$ cat src/rtl/alu_sweep_seq.sv
// Exhaustive ALU self-test sequencer: sweeps every {A,B} pair per opcode and folds results into a 16-bit signature.
// Optional build macro SWEEP_CHECK_EN adds an in-block adder check that drives the sticky err flag.
module alu_sweep_seq #(
  parameter int SETTLE_CYCLES = 20,
  parameter int NUM_OPS       = 6
) (
  input  logic        clk,
  input  logic        reset,
  input  logic        start,
  output logic [3:0]  A,
  output logic [3:0]  B,
  output logic [3:0]  ALU_Sel,
  input  logic [3:0]  ALU_Out,
  input  logic        CarryOut,
  output logic        busy,
  output logic        done,
  output logic [15:0] signature,
  output logic [2:0]  op_idx,
  output logic        err
);

  typedef enum logic [1:0] {IDLE, GAP, SWEEP, DONE} state_t;

  localparam logic [7:0] GAP_LOAD = 8'(SETTLE_CYCLES - 1);
  localparam logic [2:0] LAST_OP  = 3'(NUM_OPS - 1);

  state_t      state_reg, state_next;
  logic [3:0]  a_reg, a_next;
  logic [3:0]  b_reg, b_next;
  logic [3:0]  sel_reg, sel_next;
  logic [2:0]  op_idx_reg, op_idx_next;
  logic [7:0]  gap_cnt_reg, gap_cnt_next;
  logic [15:0] sig_reg, sig_next;
  logic        busy_reg, busy_next;
  logic        done_reg, done_next;

  function automatic logic [3:0] opcode_at(input logic [2:0] idx);
    case (idx)
      3'd0:    return 4'b0000;
      3'd1:    return 4'b0010;
      3'd2:    return 4'b0100;
      3'd3:    return 4'b0111;
      3'd4:    return 4'b1000;
      3'd5:    return 4'b1110;
      default: return 4'b0000;
    endcase
  endfunction

  always_ff @(posedge clk) begin
    if (reset) begin
      state_reg   <= IDLE;
      a_reg       <= '0;
      b_reg       <= '0;
      sel_reg     <= '0;
      op_idx_reg  <= '0;
      gap_cnt_reg <= '0;
      sig_reg     <= '0;
      busy_reg    <= 1'b0;
      done_reg    <= 1'b0;
    end else begin
      state_reg   <= state_next;
      a_reg       <= a_next;
      b_reg       <= b_next;
      sel_reg     <= sel_next;
      op_idx_reg  <= op_idx_next;
      gap_cnt_reg <= gap_cnt_next;
      sig_reg     <= sig_next;
      busy_reg    <= busy_next;
      done_reg    <= done_next;
    end
  end

  always_comb begin
    state_next   = state_reg;
    a_next       = a_reg;
    b_next       = b_reg;
    sel_next     = sel_reg;
    op_idx_next  = op_idx_reg;
    gap_cnt_next = gap_cnt_reg;
    sig_next     = sig_reg;
    case (state_reg)
      IDLE: begin
        if (start) begin
          state_next   = GAP;
          sig_next     = '0;
          gap_cnt_next = GAP_LOAD;
          op_idx_next  = '0;
          sel_next     = opcode_at(3'd0);
          a_next       = '0;
          b_next       = '0;
        end
      end
      GAP: begin
        if (gap_cnt_reg == 8'd0) state_next = SWEEP;
        else                     gap_cnt_next = gap_cnt_reg - 8'd1;
      end
      SWEEP: begin
        // The ALU answer for the current registered operands is folded on the edge that advances them.
        sig_next = {sig_reg[14:0], sig_reg[15]} ^ {11'b0, CarryOut, ALU_Out};
        b_next   = b_reg + 4'd1;
        if (b_reg == 4'd15) a_next = a_reg + 4'd1;
        if (a_reg == 4'd15 && b_reg == 4'd15) begin
          if (op_idx_reg < LAST_OP) begin
            op_idx_next  = op_idx_reg + 3'd1;
            sel_next     = opcode_at(op_idx_reg + 3'd1);
            gap_cnt_next = GAP_LOAD;
            state_next   = GAP;
          end else begin
            op_idx_next = '0;
            sel_next    = '0;
            state_next  = DONE;
          end
        end
      end
      DONE:    state_next = IDLE;
      default: state_next = IDLE;
    endcase
    busy_next = (state_next == GAP) || (state_next == SWEEP);
    done_next = (state_next == DONE);
  end

`ifdef SWEEP_CHECK_EN
  logic       err_reg, err_next;
  logic [4:0] ref_sum;

  always_comb begin
    ref_sum  = {1'b0, a_reg} + {1'b0, b_reg};
    err_next = err_reg;
    if (state_reg == IDLE && start)
      err_next = 1'b0;
    else if (state_reg == SWEEP && sel_reg == 4'b0000 && {CarryOut, ALU_Out} != ref_sum)
      err_next = 1'b1;
  end

  always_ff @(posedge clk) begin
    if (reset) err_reg <= 1'b0;
    else       err_reg <= err_next;
  end

  assign err = err_reg;
`else
  assign err = 1'b0;
`endif

  assign A         = a_reg;
  assign B         = b_reg;
  assign ALU_Sel   = sel_reg;
  assign op_idx    = op_idx_reg;
  assign busy      = busy_reg;
  assign done      = done_reg;
  assign signature = sig_reg;

endmodule

$ cat config.mk
export PLATFORM = sky130hd
export DESIGN_NAME = alu_sweep_seq
export DESIGN_NICKNAME = d
export VERILOG_FILES = /design/src/rtl/alu_sweep_seq.sv
export SDC_FILE = /design/constraint.sdc
export NUM_CORES = 1
export LEC_CHECK = 0
export CAP_MARGIN = 30
export CORE_AREA = 2 2 72 74
export CTS_CLUSTER_DIAMETER = 150
export DETAILED_ROUTE_END_ITERATION = 8
export DIE_AREA = 0 0 74 76
export PLACE_DENSITY = 0.66
export SYNTH_ARGS = -nofsm -noshare
export SYNTH_HDL_FRONTEND = slang
export SYNTH_SLANG_ARGS = --single-unit
$ cat constraint.sdc
create_clock -name clk -period 3.5 [get_ports clk]
set_input_delay 0.35 -clock clk [delete_from_list [all_inputs] [get_ports clk]]
set_output_delay 0.35 -clock clk [all_outputs]
set_load 0.02 [all_outputs]
==> flow_metrics.py, run 1 <==
metrics = {
    "placement": {
        "place.gp.congestion": 0.756,
        "place_hpwl_um": 3040,
        "placed_cell_area_sq_um": 2550,
        "dp.cells": 324,
        "place_ws_ns": 1.34,
        "io_buffers": 40,
    },
    "clock_tree": {
        "insertion_delay_ns": 0.30,
        "tritoncts": "done",
        "clkTransAtPathRegs_ns": 0.08,
        "cts_sinks": 43,
        "ctsHoldBuffers": 0,
        "cts_buffer_depth": 2,
        "ctsResizeCount": 0,
        "htreeDepth": 2,
        "cts_setup_buffers": 0,
        "cts_made_buffers": 5,
        "cts-root-buf": "clkbuf_8",
    },
    "timing": {
        "fmax_mhz": 477,
        "hold_viol_final": 0,
        "worstMarginPinSlew_ns": 1.01,
        "fin_skew_ns": 0.00729,
        "setup_ws_ns": 1.40,
        "maxSlewViolCount": 0,
        "tns_ns": 0,
        "finalSetupViolations": 0,
        "rsz0062_at_grt": "no",
        "post-route-period-util": 0.599,
        "maxSlewHeadroom": 0.327,
        "finalCriticalPeriod_ns": 2.10,
    },
    "pwr": {
        "combPwrFrac": 0.368,
        "seqPwrFrac": 0.417,
        "total_power_mw": 1.50,
        "switching_power_mw": 0.558,
        "power.internal_mw": 0.943,
        "p_per_area_nw_per_um2": 570,
        "p_clk_frac": 0.215,
        "swShare": 0.372,
        "p_leak_nw": 0.941,
        "ir_drop_uv": 225,
    },
    "die": {
        "die_h_um": 76,
        "die_area_sq_um": 5620,
        "ios": 42,
        "die_w_um": 74,
        "rows": 26,
        "core_area_sq_um": 4910,
        "start_util": 0.428,
    },
    "synth": {
        "yosysSeqAreaShare": 0.410,
        "synth_edf_count": 0,
        "postSynthCellCount": 224,
        "ys_ff_latch": 43,
        "synth_warnings": 0,
        "ys_types": 51,
        "synth_ff_type": "dfxtp_1",
        "synth-async-reset-ratio": 0,
        "netlist_area_sq_um": 2100,
        "syn_area_per_cell_sq_um": 9.38,
        "syn_nets": 242,
    },
    "critical_path": {
        "worstSetupEndpointType": "flip-flop",
        "path_common_cell": "ha_1",
        "required_ns": 3.67,
        "cp-start-kind": "flip-flop",
        "slowest_delay_ns": 0.33,
        "path_cells": "inv_1 -> ha_1 -> nor4b_4 -> nand2_1 -> mux2i_1 -> o22ai_1 -> ha_1 -> nor2b_1",
        "cp_top_family": "simple AND/OR/NAND/NOR gates",
        "slowest_stage": "dfxtp_1",
        "cp_num_buf_inv": 1,
        "crit_fanout": 4,
        "crit_type": "reg -> reg",
        "critPathArrivalTime_ns": 2.27,
    },
    "grt": {
        "gr-usage-met2": 0.247,
        "grt_pass1_wl_um": 7660,
        "antenna_found_initial": 0,
        "grtUsageMet1": 0.239,
        "top_usage_layer": "met2",
        "gr-usage-all-layers": 0.172,
        "grt_max_degree": 36,
        "use_met3": 0.0450,
        "grt_overflow": 0,
        "first_global_vias": 1634,
    },
    "detailed_routing": {
        "routed_wl_um": 4460,
        "vias_per_cell": 5.24,
        "drtPass1Iterations": 4,
        "drt-wirelength-per-cell_um": 13.5,
        "drt-initial-drc-count": 89,
        "drc": 0,
        "ant_nets": 0,
        "vias": 1735,
    },
    "hold_path": {
        "min_path_type": "reg -> reg",
    },
    "cells_and_area": {
        "design_area_sq_um": 2630,
        "syn_to_final_growth_pct": 25.4,
        "largest_reg_flops": 16,
        "final_cells": 331,
        "diodes": 0,
        "drive_gt1_frac": 0.0651,
        "num-nets-final": 279,
    },
    "run_status": {
        "outcome": "finished, final reports clean",
    },
    "flow_run": {
        "drv_cap": 0,
    },
}
-- synth_stat cells (2+ instances only) --
| library cell | number | area, sq um |
|---|---|---|
| o21ai_1 | 4 | 20.0 |
| a211oi_1 | 4 | 30.0 |
| clkbuf_1 | 5 | 18.8 |
| nand2_1 | 10 | 37.5 |
| xor2_1 | 7 | 61.3 |
| o2bb2ai_1 | 5 | 43.8 |
| a21oi_1 | 7 | 35.0 |
| nor2_1 | 32 | 120 |
| a21o_1 | 3 | 22.5 |
| nand2b_1 | 3 | 18.8 |
| a32o_1 | 3 | 30.0 |
| a22oi_1 | 18 | 135 |
| nor3_1 | 2 | 10.0 |
| dfxtp_1 | 43 | 861 |
| ha_1 | 10 | 125 |
| buf_2 | 4 | 20.0 |
| nand3_1 | 3 | 15.0 |
| inv_1 | 7 | 26.3 |
| buf_4 | 2 | 15.0 |
| o21ai_0 | 5 | 25.0 |
| mux2i_1 | 3 | 30.0 |
| nor2b_1 | 7 | 43.8 |
| nor3b_1 | 5 | 37.5 |
| xnor2_1 | 3 | 26.3 |
| o21a_1 | 3 | 22.5 |
-- power groups by stage --
stage	clock network, mW	registers, mW	logic, mW
detailed placement	0	0.637	0.557
global route	0.352	0.637	0.630
CTS	0.332	0.626	0.561
floorplan	0	0.626	0.426
finish	0.322	0.626	0.553
global placement	0	0.636	0.543
-- cells in the final DEF (no fill, tap or decap), types with 6 or more instances in the layout --
cell / netlist / final
xor2_1: 7 / 7
nor2b_1: 7 / 7
nor2_1: 32 / 32
ha_1: 10 / 10
inv_1: 7 / 7
dfxtp_1: 43 / 43
a22oi_1: 18 / 18
a21oi_1: 7 / 7
nand2_1: 10 / 10
clkbuf_8: 0 / 6
clkdlybuf4s50_1: 0 / 40
-- through the flow --
stage / util / hold slack, ns
after CTS: 0.536 / 0.481
after global placement: 0.518 / 0.457
after floorplan: - / 0.468
final: 0.536 / 0.474
after global routing: 0.536 / 0.499
after detailed placement: 0.518 / 0.458
-- area by class of cell --
type	instances	area, sq um
Multi-Input combinational cell	161	1150
Inverter	8	30.0
Clock inverter	1	5.00
Clock buffer	6	82.6
Sequential cell	43	861
Fill cell	478	2280
Timing Repair Buffer	42	415
Tap cell	70	87.6
-- worst paths after layout --
kind	startpoint	end	slack, ns	depth (start not counted)
min reg2reg	ALU_Sel[1]	ALU_Sel[1]	0.47	1
max	gap_cnt_reg[0]	busy	1.40	8
max reg2reg	gap_cnt_reg[0]	busy	1.40	8
min	ALU_Sel[1]	ALU_Sel[1]	0.47	1
-- cell families (layout without fill, tap and decap cells) --
| kind of cell | after synthesis | after routing | share of synthesized area |
|---|---|---|---|
| flip-flops | 43 | 43 | 0.410 |
| AO/OA/AOI/OAI | 67 | 67 | 0.248 |
| AND/OR/NAND/NOR | 69 | 69 | 0.178 |
| other | 1 | 1 | 0.00179 |
| adder cells (fa/ha/maj) | 10 | 10 | 0.0596 |
| multiplexers | 4 | 4 | 0.0197 |
| XOR/XNOR | 10 | 10 | 0.0417 |
| buffers and inverters | 20 | 57 | 0.0417 |
-- per-layer routing --
layer / share of wire / wire, um
met1: 0.49 / 2170
met2: 0.44 / 1980
met3: 0.049 / 217
met4: 0.020 / 91
met5: 0 / 0
(Power assumes the default switching activity.)
==> run 2, diff against run 1 <==
- PLACE_DENSITY: 0.66 -> 0.69
- clock period: 3.5 -> 1.75 ns (I/O delays scaled with it)
==> flow_metrics.py, run 2 (same netlist as run 1, synthesis figures left out) <==
metrics = {
    "clock_tree": {
        "cts-root-buf": "clkbuf_8",
        "insertion_delay_ns": 0.30,
        "cts_buffer_depth": 2,
        "cts_made_buffers": 5,
        "tritoncts": "done",
        "cts_sinks": 43,
        "htreeDepth": 2,
        "clkTransAtPathRegs_ns": 0.08,
        "ctsHoldBuffers": 0,
    },
    "grt": {
        "grt_max_degree": 26,
        "first_global_vias": 1699,
        "use_met3": 0.0608,
        "antenna_found_initial": 0,
        "gr-usage-all-layers": 0.175,
        "grt_overflow": 0,
        "gr-usage-met2": 0.271,
        "grtUsageMet1": 0.225,
        "top_usage_layer": "met2",
        "grt_pass1_wl_um": 7800,
    },
    "detailed_routing": {
        "vias_per_cell": 5.11,
        "drt-wirelength-per-cell_um": 13.5,
        "routed_wl_um": 4690,
        "vias": 1778,
        "drc": 0,
        "drtPass1Iterations": 4,
        "drt-initial-drc-count": 101,
        "ant_nets": 0,
    },
    "critical_path": {
        "reg2reg_depth": 6,
        "worstSetupEndpointType": "flip-flop",
        "crit-reg2reg-launch": "B[0]",
        "required_ns": 1.95,
        "r2r_end": "busy",
        "crit_type": "reg -> reg",
        "crit_fanout": 9,
        "rrSetupSlack_ns": 0.05,
        "critPathArrivalTime_ns": 1.90,
        "cp-start-kind": "flip-flop",
    },
    "timing": {
        "fmax_mhz": 589,
        "fin_skew_ns": 0.00670,
        "fin_hold_ws_ns": 0.483,
        "maxSlewViolCount": 0,
        "finalCriticalPeriod_ns": 1.70,
        "post-route-period-util": 0.970,
        "tns_ns": 0,
        "finalSetupViolations": 0,
        "hold_viol_final": 0,
        "rsz0062_at_grt": "yes",
    },
    "placement": {
        "placed_cell_area_sq_um": 2670,
        "place.gp.congestion": 0.760,
        "io_buffers": 40,
        "place_hpwl_um": 3250,
        "dp.cells": 339,
    },
    "die": {
        "die_w_um": 74,
        "rows": 26,
        "die_area_sq_um": 5620,
        "ios": 42,
        "die_h_um": 76,
        "start_util": 0.428,
        "core_area_sq_um": 4910,
    },
    "pwr": {
        "p_leak_nw": 1.02,
        "total_power_mw": 3.30,
        "ir_drop_uv": 597,
        "p_per_area_nw_per_um2": 1180,
    },
    "cells_and_area": {
        "design_area_sq_um": 2800,
        "drive_gt1_frac": 0.162,
        "largest_reg_flops": 16,
        "diodes": 0,
        "mostFrequentLayoutCell": "clkdlybuf4s50_1",
        "syn_to_final_growth_pct": 33.2,
        "final_cells": 348,
        "final_cell_mix": "clkdlybuf4s50_1, dfxtp_1, nor2_1",
        "num-nets-final": 295,
    },
    "hold_path": {
        "worstHoldStart": "B[0]",
        "min_path_type": "reg -> reg",
        "hold_path_end": "B[0]",
        "hold_depth": 1,
    },
    "run_status": {
        "outcome": "finished, final reports clean",
    },
    "flow_run": {
        "drv_cap": 0,
    },
}
-- run 2: report_power, final --
part           leakage, nW  internal [mW]  switching (mW)
Combinational        0.628          0.698           0.746
Sequential           0.350           1.10           0.147
Clock               0.0422          0.280           0.329
Total                 1.02           2.08            1.22
-- run 2: cell type report --
| cell class | instances | area, sq um |
|---|---|---|
| clock buffer | 7 | 76.3 |
| clock inverter | 1 | 5.00 |
| fill | 449 | 2110 |
| inverter | 8 | 32.5 |
| multi-input combinational | 161 | 1190 |
| sequential | 43 | 867 |
| tap | 70 | 87.6 |
| timing repair buffer | 58 | 536 |
-- run 2: worst max-delay path by stage --
stage / startpoint / to / slack [ns] / cells after the start
4_1_cts: gap_cnt_reg[1] / busy / 0.05 / 8
5_1_grt: B[0] / busy / -0.02 / 6
3_5_place_dp: gap_cnt_reg[1] / busy / 0.06 / 8
6_report: B[0] / busy / 0.05 / 6
3_3_place_gp: gap_cnt_reg[0] / gap_cnt_reg[1] / 0.08 / 7
2_1_floorplan: A[1] / busy / 0.002 / 6
-- run 2: what timing repair did --
action,in CTS,in global routing
buffers inserted,0,1
resized for setup,0,12
setup endpoints to repair,0,10
-- run 2: critical path, cell delays in order, from the launching register on --
cell and delay (ns):
dfxtp_2 0.37, ha_2 0.23, nand3_4 0.16, o31ai_4 0.31, o21ai_2 0.10, ha_1 0.29
nor2b_1 0.14
-- run 2: stage by stage --
| step | setup slack, ns | util |
|---|---|---|
| 2_1_floorplan | 0.00175 | - |
| 3_3_place_gp | 0.0801 | 0.543 |
| 3_5_place_dp | 0.0615 | 0.543 |
| 4_1_cts | 0.0525 | 0.559 |
| 5_1_grt | -0.0238 | 0.570 |
| 6_report | 0.0519 | 0.570 |
-- run 2: routing by layer --
layer  routed length [um]  part of all wire  vias to the layer above
li1                     -                 -                      908
met1                 2180              0.46                      825
met2                 2150              0.46                       39
met3                  281             0.060                        6
met4                   76             0.016                        0
met5                    0                 0                        -
==> run 3, diff against run 2 <==
- CELL_PAD_IN_SITES_DETAIL_PLACEMENT: not set -> 1
- CELL_PAD_IN_SITES_GLOBAL_PLACEMENT: not set -> 1
- CORE_AREA: 2 2 72 74 -> 2 2 81 83
- DIE_AREA: 0 0 74 76 -> 0 0 83 85
- PLACE_DENSITY: 0.69 -> 0.71
==> flow_metrics.py, run 3 (same netlist as run 1, synthesis figures left out) <==
metrics = {
    "pwr": {
        "ir_drop_uv": 674,
        "p_leak_nw": 1.04,
        "p_per_area_nw_per_um2": 1200,
        "total_power_mw": 3.44,
    },
    "detailed_routing": {
        "vias_per_cell": 5.20,
        "drt-initial-drc-count": 59,
        "vias": 1884,
        "ant_nets": 0,
        "routed_wl_um": 5420,
        "drc": 0,
        "drt-wirelength-per-cell_um": 15.0,
        "drtPass1Iterations": 4,
    },
    "grt": {
        "grt_overflow": 0,
        "antenna_found_initial": 0,
        "grt_max_degree": 26,
        "grt_pass1_wl_um": 9190,
        "gr-usage-all-layers": 0.157,
        "first_global_vias": 1971,
    },
    "timing": {
        "post-route-period-util": 0.960,
        "tns_ns": 0,
        "fin_skew_ns": 0.00629,
        "maxSlewViolCount": 0,
        "finalCriticalPeriod_ns": 1.68,
        "fmax_mhz": 595,
        "finalSetupViolations": 0,
        "fin_hold_ws_ns": 0.487,
        "hold_viol_final": 0,
    },
    "critical_path": {
        "critPathArrivalTime_ns": 1.88,
        "crit_type": "reg -> reg",
        "crit_fanout": 3,
        "path_depth": 8,
        "cp_num_buf_inv": 1,
        "required_ns": 1.95,
        "path_cells": "inv_4 -> ha_4 -> nor4b_4 -> nand2_2 -> mux2i_2 -> o22ai_1 -> ha_1 -> nor2b_1",
        "worstSetupEndpointType": "flip-flop",
        "slowest_delay_ns": 0.34,
        "cp-start-kind": "flip-flop",
        "slowest_stage": "dfxtp_2",
        "reg2reg_depth": 8,
        "cp_top_family": "simple AND/OR/NAND/NOR gates",
    },
    "clock_tree": {
        "cts-root-buf": "clkbuf_8",
        "cts_made_buffers": 5,
        "tritoncts": "done",
        "ctsHoldBuffers": 0,
        "htreeDepth": 2,
        "clkTransAtPathRegs_ns": 0.09,
        "cts_sinks": 43,
        "cts_buffer_depth": 2,
        "insertion_delay_ns": 0.30,
    },
    "die": {
        "die_h_um": 85,
        "ios": 42,
        "start_util": 0.339,
        "core_area_sq_um": 6200,
        "die_w_um": 83,
        "die_area_sq_um": 7060,
        "rows": 29,
    },
    "placement": {
        "place_hpwl_um": 3870,
        "place.gp.congestion": 0.750,
        "io_buffers": 40,
        "placed_cell_area_sq_um": 2700,
        "dp.cells": 350,
    },
    "cells_and_area": {
        "mostFrequentLayoutCell": "clkdlybuf4s50_1",
        "design_area_sq_um": 2860,
        "multi_input_area_sq_um": 1180,
        "fill_cells": 696,
        "syn_to_final_growth_pct": 36.0,
        "final_cell_mix": "clkdlybuf4s50_1, dfxtp_1, nor2_1",
        "ff_latch_area_sq_um": 867,
        "drive_gt1_frac": 0.186,
        "final_cells": 362,
        "largest_reg_flops": 16,
        "diodes": 0,
        "num-nets-final": 302,
    },
    "hold_path": {
        "hold_depth": 2,
        "min_path_type": "reg -> reg",
    },
    "run_status": {
        "outcome": "finished, final reports clean",
    },
    "flow_run": {
        "drv_cap": 0,
    },
}
==> run 3: changes by cell type in the layout (fill, tap and decap cells not counted), sizes merged <==
cell      delta
clkinvlp     +2
buf          +7
clkbuf       -2
==> run 3: worst paths after layout <==
| check | slack (ns) | to | startpoint |
|---|---|---|---|
| min reg2reg | 0.49 | ALU_Sel[3] | ALU_Sel[3] |
| max | 0.07 | busy | gap_cnt_reg[1] |
| min | 0.49 | ALU_Sel[3] | ALU_Sel[3] |
| max reg2reg | 0.07 | busy | gap_cnt_reg[1] |
==> run 3: where the power goes <==
part | total [mW] | leakage [nW] | switching (mW) | internal, mW
Clock | 0.638 | 0.0402 | 0.360 | 0.278
Sequential | 1.24 | 0.350 | 0.142 | 1.10
Combinational | 1.55 | 0.654 | 0.782 | 0.772
Total | 3.44 | 1.04 | 1.28 | 2.15
==> run 3: metrics by stage <==
| step | utilization | setup WS, ns |
|---|---|---|
| 2_1_floorplan | - | 0.00175 |
| 3_3_place_gp | 0.436 | 0.0722 |
| 3_5_place_dp | 0.436 | 0.0222 |
| 4_1_cts | 0.452 | 0.00512 |
| 5_1_grt | 0.460 | -0.00529 |
| 6_report | 0.460 | 0.0701 |
==> run 3: area by class of cell <==
class	instances	area share
flip-flops and latches	43	0.304
clock buffers	5	0.0241
clock inverters	3	0.00701
inverters	8	0.0114
repair buffers	65	0.206
multi-input cells	161	0.414
well taps	77	0.0337
==> run 3: tightest hold or removal path: stages, from the launching register on <==
cell and delay, ns:
dfxtp_1 0.32, o21ai_0 0.06, a21oi_1 0.06
==> run 3: layer usage <==
metal | vias to the layer above | share of wire | track usage
met5 | - | 0 | 0
met2 | 40 | 0.46 | 0.251
met1 | 918 | 0.47 | 0.204
met4 | 0 | 0.011 | 0.0402
li1 | 919 | - | -
met3 | 7 | 0.053 | 0.0554
==> run 3: repair_timing <==
item                       CTS  global route
buffers inserted             1             3
setup endpoints to repair    1             5
pin swaps                    0             4
resized for setup            2             9
==> RTL change, RTL diff (config.mk and constraints of run 1) <==
Build with the macro `SWEEP_CHECK_EN` defined.
--- a/src/rtl/alu_sweep_seq.sv
+++ b/src/rtl/alu_sweep_seq.sv
@@ -2,2 +2,4 @@
 // Optional build macro SWEEP_CHECK_EN adds an in-block adder check that drives the sticky err flag.
+`define SWEEP_CHECK_EN
+
 module alu_sweep_seq #(
Formal check against the unedited RTL: same outputs for any inputs over 10 cycles, from zero or initial values and one cycle with reset high; that may be too few to reach the edited logic, so the function may still have changed.
==> RTL change against run 1 <==
  * Final cell count rose by 7.6%
  * Critical path depth is 3 lower
  * Worst setup slack got worse by 4.1 ps
  * Power fell by 12%
  * Area after synthesis up 8.9%
  * Synthesized cell count increased by 12%
  * Sequential cell count increased by 1
  * First-iteration DRC count up 39%
  * Routed wire length is 12% higher
  * Cell area up 7.4%
==> RTL change: results (changes against run 1) <==
Drt
  – WL/cell: 14.1 µm (+4.4%)
  – Vias: 1,888 (+8.8%)
  – Initial DRC count: 124 (+39%)

Power
  – Max IR drop VDD: 0.230 mV (+2.0%)

Cells and area
  – Nets: 308 (+10%)
  – Share of cells above drive strength 1: 9.44% (+2.9 points)
  – Flip-flop and latch area: 881 µm² (+2.3%)
  – Multi-input combinational area share: 46.1% (+2.3 points)
  – Layout fillers: 450 (-5.9%)
  – Seq_cells: 44 (+2.3%)
  – Buffers, non-clock: 44 (+4.8%)
  – Post-route insts no fill: 356 (+7.6%)

Logic synthesis
  – Commonest cells in the netlist: dfxtp_1 (44), nor2_1 (29), a22oi_1 (17), a21oi_1 (16), ha_1 (14)
  – Synth cell types: 49 (-3.9%)
  – Post-Synthesis Cells: 250 (+12%)
  – Top cells by area, synth: dfxtp_1 (39%), ha_1 (7.7%), a22oi_1 (5.6%)
  – Synth Area in XOR/XNOR: 6.51% (+2.3 points)
  – Syn Nets: 273 (+13%)

Global route
  – Vias in the first global route: 1,791 (+9.6%)
  – Largest net degree at the start of global routing: 37 (+2.8%)
  – First-pass GRT wire length: 8690 µm (+13%)

STA
  – Worst Tran Pin Value: 542 ps (-467 ps)
  – Clk_skew: 6.18 ps (-1.11 ps)

Place
  – DP HPWL: 3530 µm (+16%)
  – RePlAce Congestion: 0.772 (+2.0%)
  – IO Port Bufs: 41 (+2.5%)
  – Placed cells: 348 (+7.4%)

Critical path
  – Crit path arrival time: 2320 ps (+50 ps)
  – Worst Path Max Fanout: 20 (+16)

Run status
  – Outcome: completed
==> RTL change: cell count changes after synthesis, sizes merged, moves of 5 or more <==
cell	delta
or4	+5
xnor2	+5
o2bb2ai	-5
a21oi	+8
nand4	+5
==> RTL change: worst paths after layout <==
check,from,endpoint,slack [ps],cells after the start
max,state_reg[1],op_idx[2],1400,5
min,ALU_Sel[1],ALU_Sel[1],500,2
max reg2reg,state_reg[1],op_idx[2],1400,5
min reg2reg,ALU_Sel[1],ALU_Sel[1],500,2
==> RTL change: where the power goes <==
part,switching [mW],leakage (nW),internal [mW]
Sequential,0.0524,0.357,0.546
Combinational,0.210,0.654,0.176
Clock,0.177,0.0434,0.160
==> RTL change: layer usage <==
layer	vias up	GRT usage (%)	part of all wire, %
li1	973	-	-
met1	858	29.7	50
met2	50	26.4	43
met3	7	4.50	5.5
met4	0	6.73	1.4
met5	-	0	0
==> RTL change: per-stage QoR <==
| step | setup slack, ps | cell area (µm²) | utilization [%] | hold WS (ps) |
|---|---|---|---|---|
| 2_1_floorplan | 1460 | 2290 | - | 461 |
| 3_3_place_gp | 1500 | 2730 | 55.6 | 480 |
| 3_5_place_dp | 1440 | 2730 | 55.6 | 488 |
| 4_1_cts | 1410 | 2830 | 57.6 | 502 |
| 5_1_grt | 1170 | 2830 | 57.6 | 533 |
| 6_report | 1400 | 2830 | 57.6 | 500 |
==> RTL change: worst max-delay path, cell delays in order (launching register included) <==
cell and delay (ps):
dfxtp_1 510, nor2b_1 390, buf_4 320, and4_2 430, a2111oi_0 150, a211oi_1 220
==> RTL change: cells by family after synthesis <==
group	Yosys count
DFF	44
AOI/OAI and AO/OA	68
muxes	1
xor gates and xnor gates	17
adders and majority gates	15
buffers and inverters	23
and+or+nand+nor	82
